## config.mk

```make
export PLATFORM = sky130hd
export DESIGN_NAME = reg_file
export DESIGN_NICKNAME = d
export VERILOG_FILES = /design/src/rtl/riscv_pkg.sv /design/src/rtl/rf_read_port.sv /design/src/rtl/reg_file.sv
export SDC_FILE = /design/constraint.sdc
export NUM_CORES = 2
export LEC_CHECK = 0
export CORE_AREA = 10 10 389 428
export CTS_CLUSTER_SIZE = 28
export DETAILED_ROUTE_END_ITERATION = 8
export DIE_AREA = 0 0 399 438
export PLACE_DENSITY = 0.65
export SYNTH_ARGS = -nofsm -noshare
export SYNTH_HDL_FRONTEND = slang
export SYNTH_SLANG_ARGS = --single-unit
```

## constraint.sdc

```tcl
create_clock -name clk -period 2.6 [get_ports clk]
set_clock_uncertainty 0.05 [all_clocks]
set_input_delay 0.26 -clock clk [delete_from_list [all_inputs] [get_ports clk]]
set_output_delay 0.26 -clock clk [all_outputs]
set_load 0.02 [all_outputs]
```

## src/rtl/riscv_pkg.sv

```systemverilog
// riscv_pkg
// Shared constants and types for the single-cycle RISC-V core.
//   XLEN       : integer register width
//   REG_ADDR_W : register index width
//   REG_NUM    : number of architectural integer registers
//   ZERO_REG   : index of the hard-wired zero register x0
package riscv_pkg;

    localparam int XLEN       = 32;
    localparam int REG_ADDR_W = 5;
    localparam int REG_NUM    = 2 ** REG_ADDR_W;

    localparam logic [REG_ADDR_W-1:0] ZERO_REG = 5'd0;

    typedef logic [REG_ADDR_W-1:0] reg_addr_t;
    typedef logic [XLEN-1:0]       xlen_t;

endpackage : riscv_pkg

```

## src/rtl/rf_read_port.sv

```systemverilog
// rf_read_port
// One combinational read port of the integer register file.
// Returns 0 for x0, the optional write-through value on a bypass hit,
// otherwise the stored register selected by i_raddr.
// Ports:
//   i_rf       : current committed register contents (entry 0 is ignored)
//   i_raddr    : read index
//   i_byp_we   : write in progress this cycle (already qualified by reset)
//   i_byp_addr : index of the write in progress
//   i_byp_data : data of the write in progress
//   o_rdata    : read value
// Parameter BypassEn selects whether the write-through path is present.
module rf_read_port
    import riscv_pkg::*;
#(
    parameter int Width     = XLEN,
    parameter int AddrWidth = REG_ADDR_W,
    parameter bit BypassEn  = 1'b0
) (
    input  logic [Width-1:0]     i_rf [2**AddrWidth],
    input  logic [AddrWidth-1:0] i_raddr,
    input  logic                 i_byp_we,
    input  logic [AddrWidth-1:0] i_byp_addr,
    input  logic [Width-1:0]     i_byp_data,
    output logic [Width-1:0]     o_rdata
);

    logic w_hit;

    always_comb begin
        w_hit   = BypassEn && i_byp_we && (i_byp_addr == i_raddr);
        o_rdata = i_rf[i_raddr];
        // x0 check comes first so a write aimed at x0 can never leak
        // through the bypass.
        if (i_raddr == '0) begin
            o_rdata = '0;
        end else if (w_hit) begin
            o_rdata = i_byp_data;
        end
    end

endmodule : rf_read_port

```

## src/rtl/reg_file.sv

```systemverilog
// reg_file
// Architectural integer register file: two combinational read ports,
// one synchronous write port, plus a never-bypassed debug read port.
// x0 always reads 0 and ignores writes.
// Ports:
//   clk, rst_n        : clock, asynchronous active-low reset
//   we, waddr, wdata  : write port (takes effect on the rising edge)
//   raddr_1, rdata_1  : source 1 read port (ALU input A)
//   raddr_2, rdata_2  : source 2 read port (ALU-source mux / store data)
//   dbg_addr, dbg_data: trace read port, always committed state
// Configuration macro:
//   REG_FILE_BYPASS_EN : when defined, rdata_1/rdata_2 return wdata in the
//                        same cycle when they address the register being
//                        written. Undefined: ports show the pre-edge value.
module reg_file
    import riscv_pkg::*;
#(
    parameter int Width     = XLEN,
    parameter int AddrWidth = REG_ADDR_W
) (
    input  logic                 clk,
    input  logic                 rst_n,
    input  logic                 we,
    input  logic [AddrWidth-1:0] waddr,
    input  logic [Width-1:0]     wdata,
    input  logic [AddrWidth-1:0] raddr_1,
    input  logic [AddrWidth-1:0] raddr_2,
    output logic [Width-1:0]     rdata_1,
    output logic [Width-1:0]     rdata_2,
    input  logic [AddrWidth-1:0] dbg_addr,
    output logic [Width-1:0]     dbg_data
);

    localparam int NumRegs = 2 ** AddrWidth;

`ifdef REG_FILE_BYPASS_EN
    localparam bit BypassEn = 1'b1;
`else
    localparam bit BypassEn = 1'b0;
`endif

    // Entry 0 is never written and only ever leaves reset as 0; the read
    // ports mask index 0 anyway, so synthesis drops those flops.
    logic [Width-1:0] r_regs [NumRegs];
    logic             w_wr_en;
    logic             w_byp_we;

    assign w_wr_en  = we && (waddr != AddrWidth'(ZERO_REG));
    // Qualified by reset so that every output reads 0 while rst_n is low.
    assign w_byp_we = we && rst_n;

    always_ff @(posedge clk or negedge rst_n) begin
        if (!rst_n) begin
            for (int i = 0; i < NumRegs; i++) begin
                r_regs[i] <= '0;
            end
        end else if (w_wr_en) begin
            r_regs[waddr] <= wdata;
        end
    end

    rf_read_port #(
        .Width    (Width),
        .AddrWidth(AddrWidth),
        .BypassEn (BypassEn)
    ) u_port_1 (
        .i_rf      (r_regs),
        .i_raddr   (raddr_1),
        .i_byp_we  (w_byp_we),
        .i_byp_addr(waddr),
        .i_byp_data(wdata),
        .o_rdata   (rdata_1)
    );

    rf_read_port #(
        .Width    (Width),
        .AddrWidth(AddrWidth),
        .BypassEn (BypassEn)
    ) u_port_2 (
        .i_rf      (r_regs),
        .i_raddr   (raddr_2),
        .i_byp_we  (w_byp_we),
        .i_byp_addr(waddr),
        .i_byp_data(wdata),
        .o_rdata   (rdata_2)
    );

    // Debug port always reflects committed state.
    rf_read_port #(
        .Width    (Width),
        .AddrWidth(AddrWidth),
        .BypassEn (1'b0)
    ) u_port_dbg (
        .i_rf      (r_regs),
        .i_raddr   (dbg_addr),
        .i_byp_we  (1'b0),
        .i_byp_addr('0),
        .i_byp_data('0),
        .o_rdata   (dbg_data)
    );

endmodule : reg_file

```

* After elaboration in Yosys (flattened, before gate mapping)
Cells that the tools add are included.
** Word-level totals
- Flip-flop bits (word level) :: 1024
- Bits of input ports :: 55
- Output and inout port bits :: 96
- Logic and storage cells :: 62
** Cells by class
- Magnitude comparators :: 5
- Muxes and demuxes :: 15
- Bitwise gates (word level) :: 4
- Reduce and logical (&&, ||, !) cells :: 6
** Operators by type and width (count)
- $bwmux 1024 :: 1
- $bmux 32 s5 :: 3
- $mux 32 :: 10
- $demux 32 s5 :: 1
- $ge 6x6->1 const B :: 4
- $not 5->6 :: 4
- $logic_not 5->1 :: 3
- $lt 6x1->1 const B :: 1
- $reduce_bool 5->1 :: 1
- $logic_and 1x1->1 :: 2

* Longest topological paths before layout
- Word-level depth :: 6
- Depth in mapped cells :: 9
- Mapped depth without buffers :: 4

* Cells and area by module
A second synthesis with hierarchy kept.
** Unflattened totals
- Cell total of the unflattened synthesis :: 4281
- Area total of the unflattened synthesis :: 63189.4 µm²
** Modules (own cells, without submodules)
- reg_file :: times used 1, cells each 2289, area each 38085.3 µm², sequential area each 25624.6 µm²
- rf_read_port :: times used 3, cells each 664, area each 8368.0 µm², sequential area each 0.0 µm²

* Worst setup path after synthesis
Ideal clock, no wire load.
- Kind :: input to output
- From :: input port dbg_addr[0]
- To :: output port dbg_data[30]
- Arrival :: 2.100 ns
- Path slack :: 0.190 ns
- Stages on the path :: 8
- Cells stage by stage :: buf_2 -> buf_4 -> buf_4 -> buf_2 -> buf_2 -> nand2_1 -> a32o_1 -> nor4_1
** Between the ends
- Cells in the longest elaborated chain, start to end :: 5
- Elaborated cells between the ends (all ways) :: 6
- Classes of those cells :: mux: 4; bitwise: 1; reduce/logical: 1
** Ends and longest elaborated chain
- from (decl) :: line reg_file.sv:30 : input logic [AddrWidth-1:0] dbg_addr,
- $not 5->6 (not written as such) :: line rf_read_port.sv:32 : o_rdata = i_rf[i_raddr];
- $bmux 32 s5 :: line rf_read_port.sv:32
- $mux 32 (not written as such) (2 in a row) :: line rf_read_port.sv:32
- $mux 32 (*) :: line rf_read_port.sv:35 : if (i_raddr == '0) begin
- to (decl) :: line reg_file.sv:31 : output logic [Width-1:0] dbg_data
Every way passes the cells marked *; elsewhere a longest branch is shown, timed or not. The select of a mux whose other input is x is not followed.

* Worst setup path in the final report
- From :: register r_regs[4] (netlist name)
- To :: output port dbg_data[4]
** Between the ends
- Cells in the longest elaborated chain, start to end :: 4
** Ends and longest elaborated chain
- from (decl) :: line reg_file.sv:44 : logic [Width-1:0] r_regs [NumRegs];
- from (signal, indexed assignment) :: line reg_file.sv:58 : r_regs[waddr] <= wdata;
- $bmux 32 s5 :: line rf_read_port.sv:32
- $mux 32 (not written as such) (2 in a row) :: line rf_read_port.sv:32
- $mux 32 :: line rf_read_port.sv:35
Every way passes these cells. The select of a mux whose other input is x is not followed.

==> impl_metrics.ini <==
[outcome]
outcome = finished, violations left
violated_checks = setup timing

[sta]
final_slew_violations = 0
min_period_ns = 3.021
final.period_utilization = 1.162
max_slew.worst_pin.slew_ns = 1.230
report.final.setup_viol = 96
grt_setup_unrepaired = yes
slew_headroom = 0.1780
achievable-frequency_mhz = 331.0
timing.final.hold_violations = 0
setup_ws_ns = -0.4208
fin_setup_tns_ns = -18.78

[synthesis]
netlist_instances = 4280
post_synth.cell_area_avg_um2 = 14.63
ys_ff_latch = 1024
synth_flop_cell = sky130_fd_sc_hd__dfrtp_1
synth_most_common_cell = sky130_fd_sc_hd__mux2_2
synth-seq-area-share = 0.4092
post_synth_main_area_contributors = sky130_fd_sc_hd__dfrtp_1 (41%), sky130_fd_sc_hd__mux4_2 (23%), sky130_fd_sc_hd__mux2_2 (19%), sky130_fd_sc_hd__mux2i_1 (5.1%), sky130_fd_sc_hd__clkbuf_1 (1.6%)
asyncSetResetFlopFracSynth = 1.000
netlist.area_leader.share = 0.4092
synth-edff-count = 0
ys_warn_count = 0
synthesis.area_um2 = 62610
synth_area_leader_cell = sky130_fd_sc_hd__dfrtp_1
mappedNetlistNets = 4335
synth_cell_type_count = 43
synth.top_cells.by_count = sky130_fd_sc_hd__mux2_2 (1054), sky130_fd_sc_hd__dfrtp_1 (1024), sky130_fd_sc_hd__mux4_2 (651)

[route]
vias_per_cell = 6.650
routed_vias = 47820
route.detailed.wl_per_inst_um = 34.62
postRouteAntennaNets = 0
drt_pass1_iterations = 6
initialDrtViolationCount = 5990
drt_wl_total_mm = 249.0
drc = 0

[layout]
largest_register_ffs = 1024
registers_with_the_highest_flip_flop_counts = r_regs: 1024 flops
utilization = 0.5138
layout-area-overhead-vs-synth_pct = 29.28
regMostFlops = r_regs
final_layout_size_suffix_gt1_frac = 0.6582
design.final.nets = 5059

[clocking]
clock-root-buffer = sky130_fd_sc_hd__clkbuf_16
clock_tree_from_tritoncts = built
clockBufferDepth = 3
cts.sinks = 1024
cts-htree-levels = 3
cts_buffer_count = 108
clkLatencyLatePin_ns = 0.76
clk_pin_slew_worst_paths_ns = 0.07

[setup_path]
crit_chain = buf_6 > mux4_2 > mux4_2 > o22ai_4 > nor3_4 > buf_6
startpoint_type = register
critical_path_buf_inv_count = 2
timing.critical_path.slowest_stage_cell = sky130_fd_sc_hd__mux4_2
critical_path_arrival_ns = 2.71
setup.worst_path.end_class = primary output
crit_fanout = 2
worstPathRequired_ns = 2.29
timing.setup.critical_path_class = register to primary output
critical-path-top-delay-family = multiplexers
critPathMaxStageDelay_ns = 0.53

[power_and_ir_drop]
p_leak_nw = 34.74
power_density_nw_per_um2 = 696.4
vdd.ir_drop.worst_mv = 0.6759

[placed_design]
detailedPlacementHpwl_mm = 171.9
portBuffers = 150
globalplace.congestion = 0.9352

[global_routing]
maximum_number_of_pins_on_one_net_before_global_route_repair = 110
globalRoute.totalOverflow = 0
initial_antenna_violation_count = 6
grt_pass1_wl_mm = 358.6
grt_pass1_vias = 49130
global_route.usage.total = 0.2784

[die]
die_x_um = 399
ioPinCount = 151
die_h_um = 438
die_footprint_um2 = 174800
fp-row-count = 153
coreArea_um2 = 157600
floorplan.initialDensity = 0.3974

[worst_hold_path]
worst_hold_path_type = input port to asynchronous set/reset pin

[job]
drv.max_cap_violation_count = 0
-- final timing paths --
check                                    startpoint                        to  slack, ns  cells after the start
min reg2reg                r_regs[1009]$_DFFE_PN0P_  r_regs[1009]$_DFFE_PN0P_       0.37                      0
min in group clk           r_regs[1009]$_DFFE_PN0P_  r_regs[1009]$_DFFE_PN0P_       0.37                      0
max                           r_regs[4]$_DFFE_PN0P_               dbg_data[4]      -0.42                      6
min                                           rst_n   r_regs[531]$_DFFE_PN0P_       0.05                      2
max reg2reg                 r_regs[176]$_DFFE_PN0P_   r_regs[176]$_DFFE_PN0P_       1.43                      4
max in group asynchronous                     rst_n   r_regs[662]$_DFFE_PN0P_       1.37                      3
-- cells by family (layout without fill, tap and decap cells) --
| family | after synthesis | count (layout) | share of synthesized area |
|---|---|---|---|
| buffers and inverters | 517 | 1334 | 0.03865 |
| flip-flops | 1024 | 1024 | 0.4092 |
| multiplexers | 2025 | 2025 | 0.4749 |
| AND/OR/NAND/NOR | 252 | 252 | 0.02240 |
| other | 0 | 2 | 0 |
| AO/OA/AOI/OAI | 462 | 462 | 0.05483 |
-- cell usage in the layout, fill, tap and decap left out, types with 8 or more instances in the layout --
master / n
sky130_fd_sc_hd__a2111oi_4: 19
sky130_fd_sc_hd__a211oi_2: 44
sky130_fd_sc_hd__a211oi_4: 33
sky130_fd_sc_hd__a21oi_1: 57
sky130_fd_sc_hd__a22o_1: 39
sky130_fd_sc_hd__a22oi_1: 99
sky130_fd_sc_hd__buf_12: 163
sky130_fd_sc_hd__buf_4: 795
sky130_fd_sc_hd__buf_6: 116
sky130_fd_sc_hd__buf_8: 8
sky130_fd_sc_hd__bufinv_16: 16
sky130_fd_sc_hd__clkbuf_1: 15
sky130_fd_sc_hd__clkbuf_16: 109
sky130_fd_sc_hd__clkbuf_8: 19
sky130_fd_sc_hd__clkdlybuf4s50_1: 41
sky130_fd_sc_hd__clkinv_2: 29
sky130_fd_sc_hd__dfrtp_1: 1023
sky130_fd_sc_hd__mux2_2: 1031
sky130_fd_sc_hd__mux2_4: 23
sky130_fd_sc_hd__mux2i_1: 310
sky130_fd_sc_hd__mux4_2: 651
sky130_fd_sc_hd__nand2_1: 14
sky130_fd_sc_hd__nand2_4: 13
sky130_fd_sc_hd__nor2_4: 18
sky130_fd_sc_hd__nor2b_1: 31
sky130_fd_sc_hd__nor2b_4: 27
sky130_fd_sc_hd__nor3_2: 23
sky130_fd_sc_hd__nor3_4: 26
sky130_fd_sc_hd__nor4_4: 32
sky130_fd_sc_hd__o21ai_2: 16
sky130_fd_sc_hd__o21ai_4: 19
sky130_fd_sc_hd__o221ai_1: 22
sky130_fd_sc_hd__o22ai_1: 49
sky130_fd_sc_hd__o22ai_2: 12
sky130_fd_sc_hd__o22ai_4: 15
-- routing by layer --
layer | share of wire | vias up | track usage
li1 | - | 18480 | -
met1 | 0.38 | 25370 | 0.3606
met2 | 0.45 | 3147 | 0.4219
met3 | 0.11 | 822 | 0.07617
met4 | 0.065 | 8 | 0.1540
met5 | 0.00021 | - | 0
-- stage by stage --
step / cell area [µm²] / hold slack, ns / setup slack (ns) / total power [mW] / instances
final: 80950 / 0.05267 / -0.4208 / 56.38 / 7191
after global routing: 80950 / 0.05487 / -0.4618 / 58.28 / 7189
after CTS: 80130 / 0.01556 / -0.4508 / 55.68 / 7167
after detailed placement: 72970 / 0.2263 / -1.117 / 37.06 / 6861
after global placement: 72960 / 0.2252 / -1.112 / 36.63 / 6861
after floorplan: 62610 / -0.08559 / 0.1899 / 30.68 / 4280
-- what timing repair did --
| item | in CTS | in global routing |
|---|---|---|
| setup endpoints to repair | 96 | 96 |
| endpoints found under the hold margin | 638 | 0 |
| setup buffers | 146 | 32 |
| hold buffers | 1 | 0 |
| resized for setup | 756 | 133 |
| pin swaps | 178 | 81 |
-- final cells by class --
type	count	area (µm²)
fillers	12920	76600
multi-input cells	2739	37720
flip-flops and latches	1024	25630
repair buffers	1130	11140
clock buffers	142	3032
well taps	2092	2618
clock inverters	61	807.0
diodes	2	5.005
inverters	1	3.754
-- where the power goes --
group          total [mW]  internal, mW  switching, mW
clock                17.0          9.84           7.16
combinational        17.6          10.2           7.41
sequential           21.8          19.0           2.85
No activity file was read; power rests on OpenSTA's default activity.
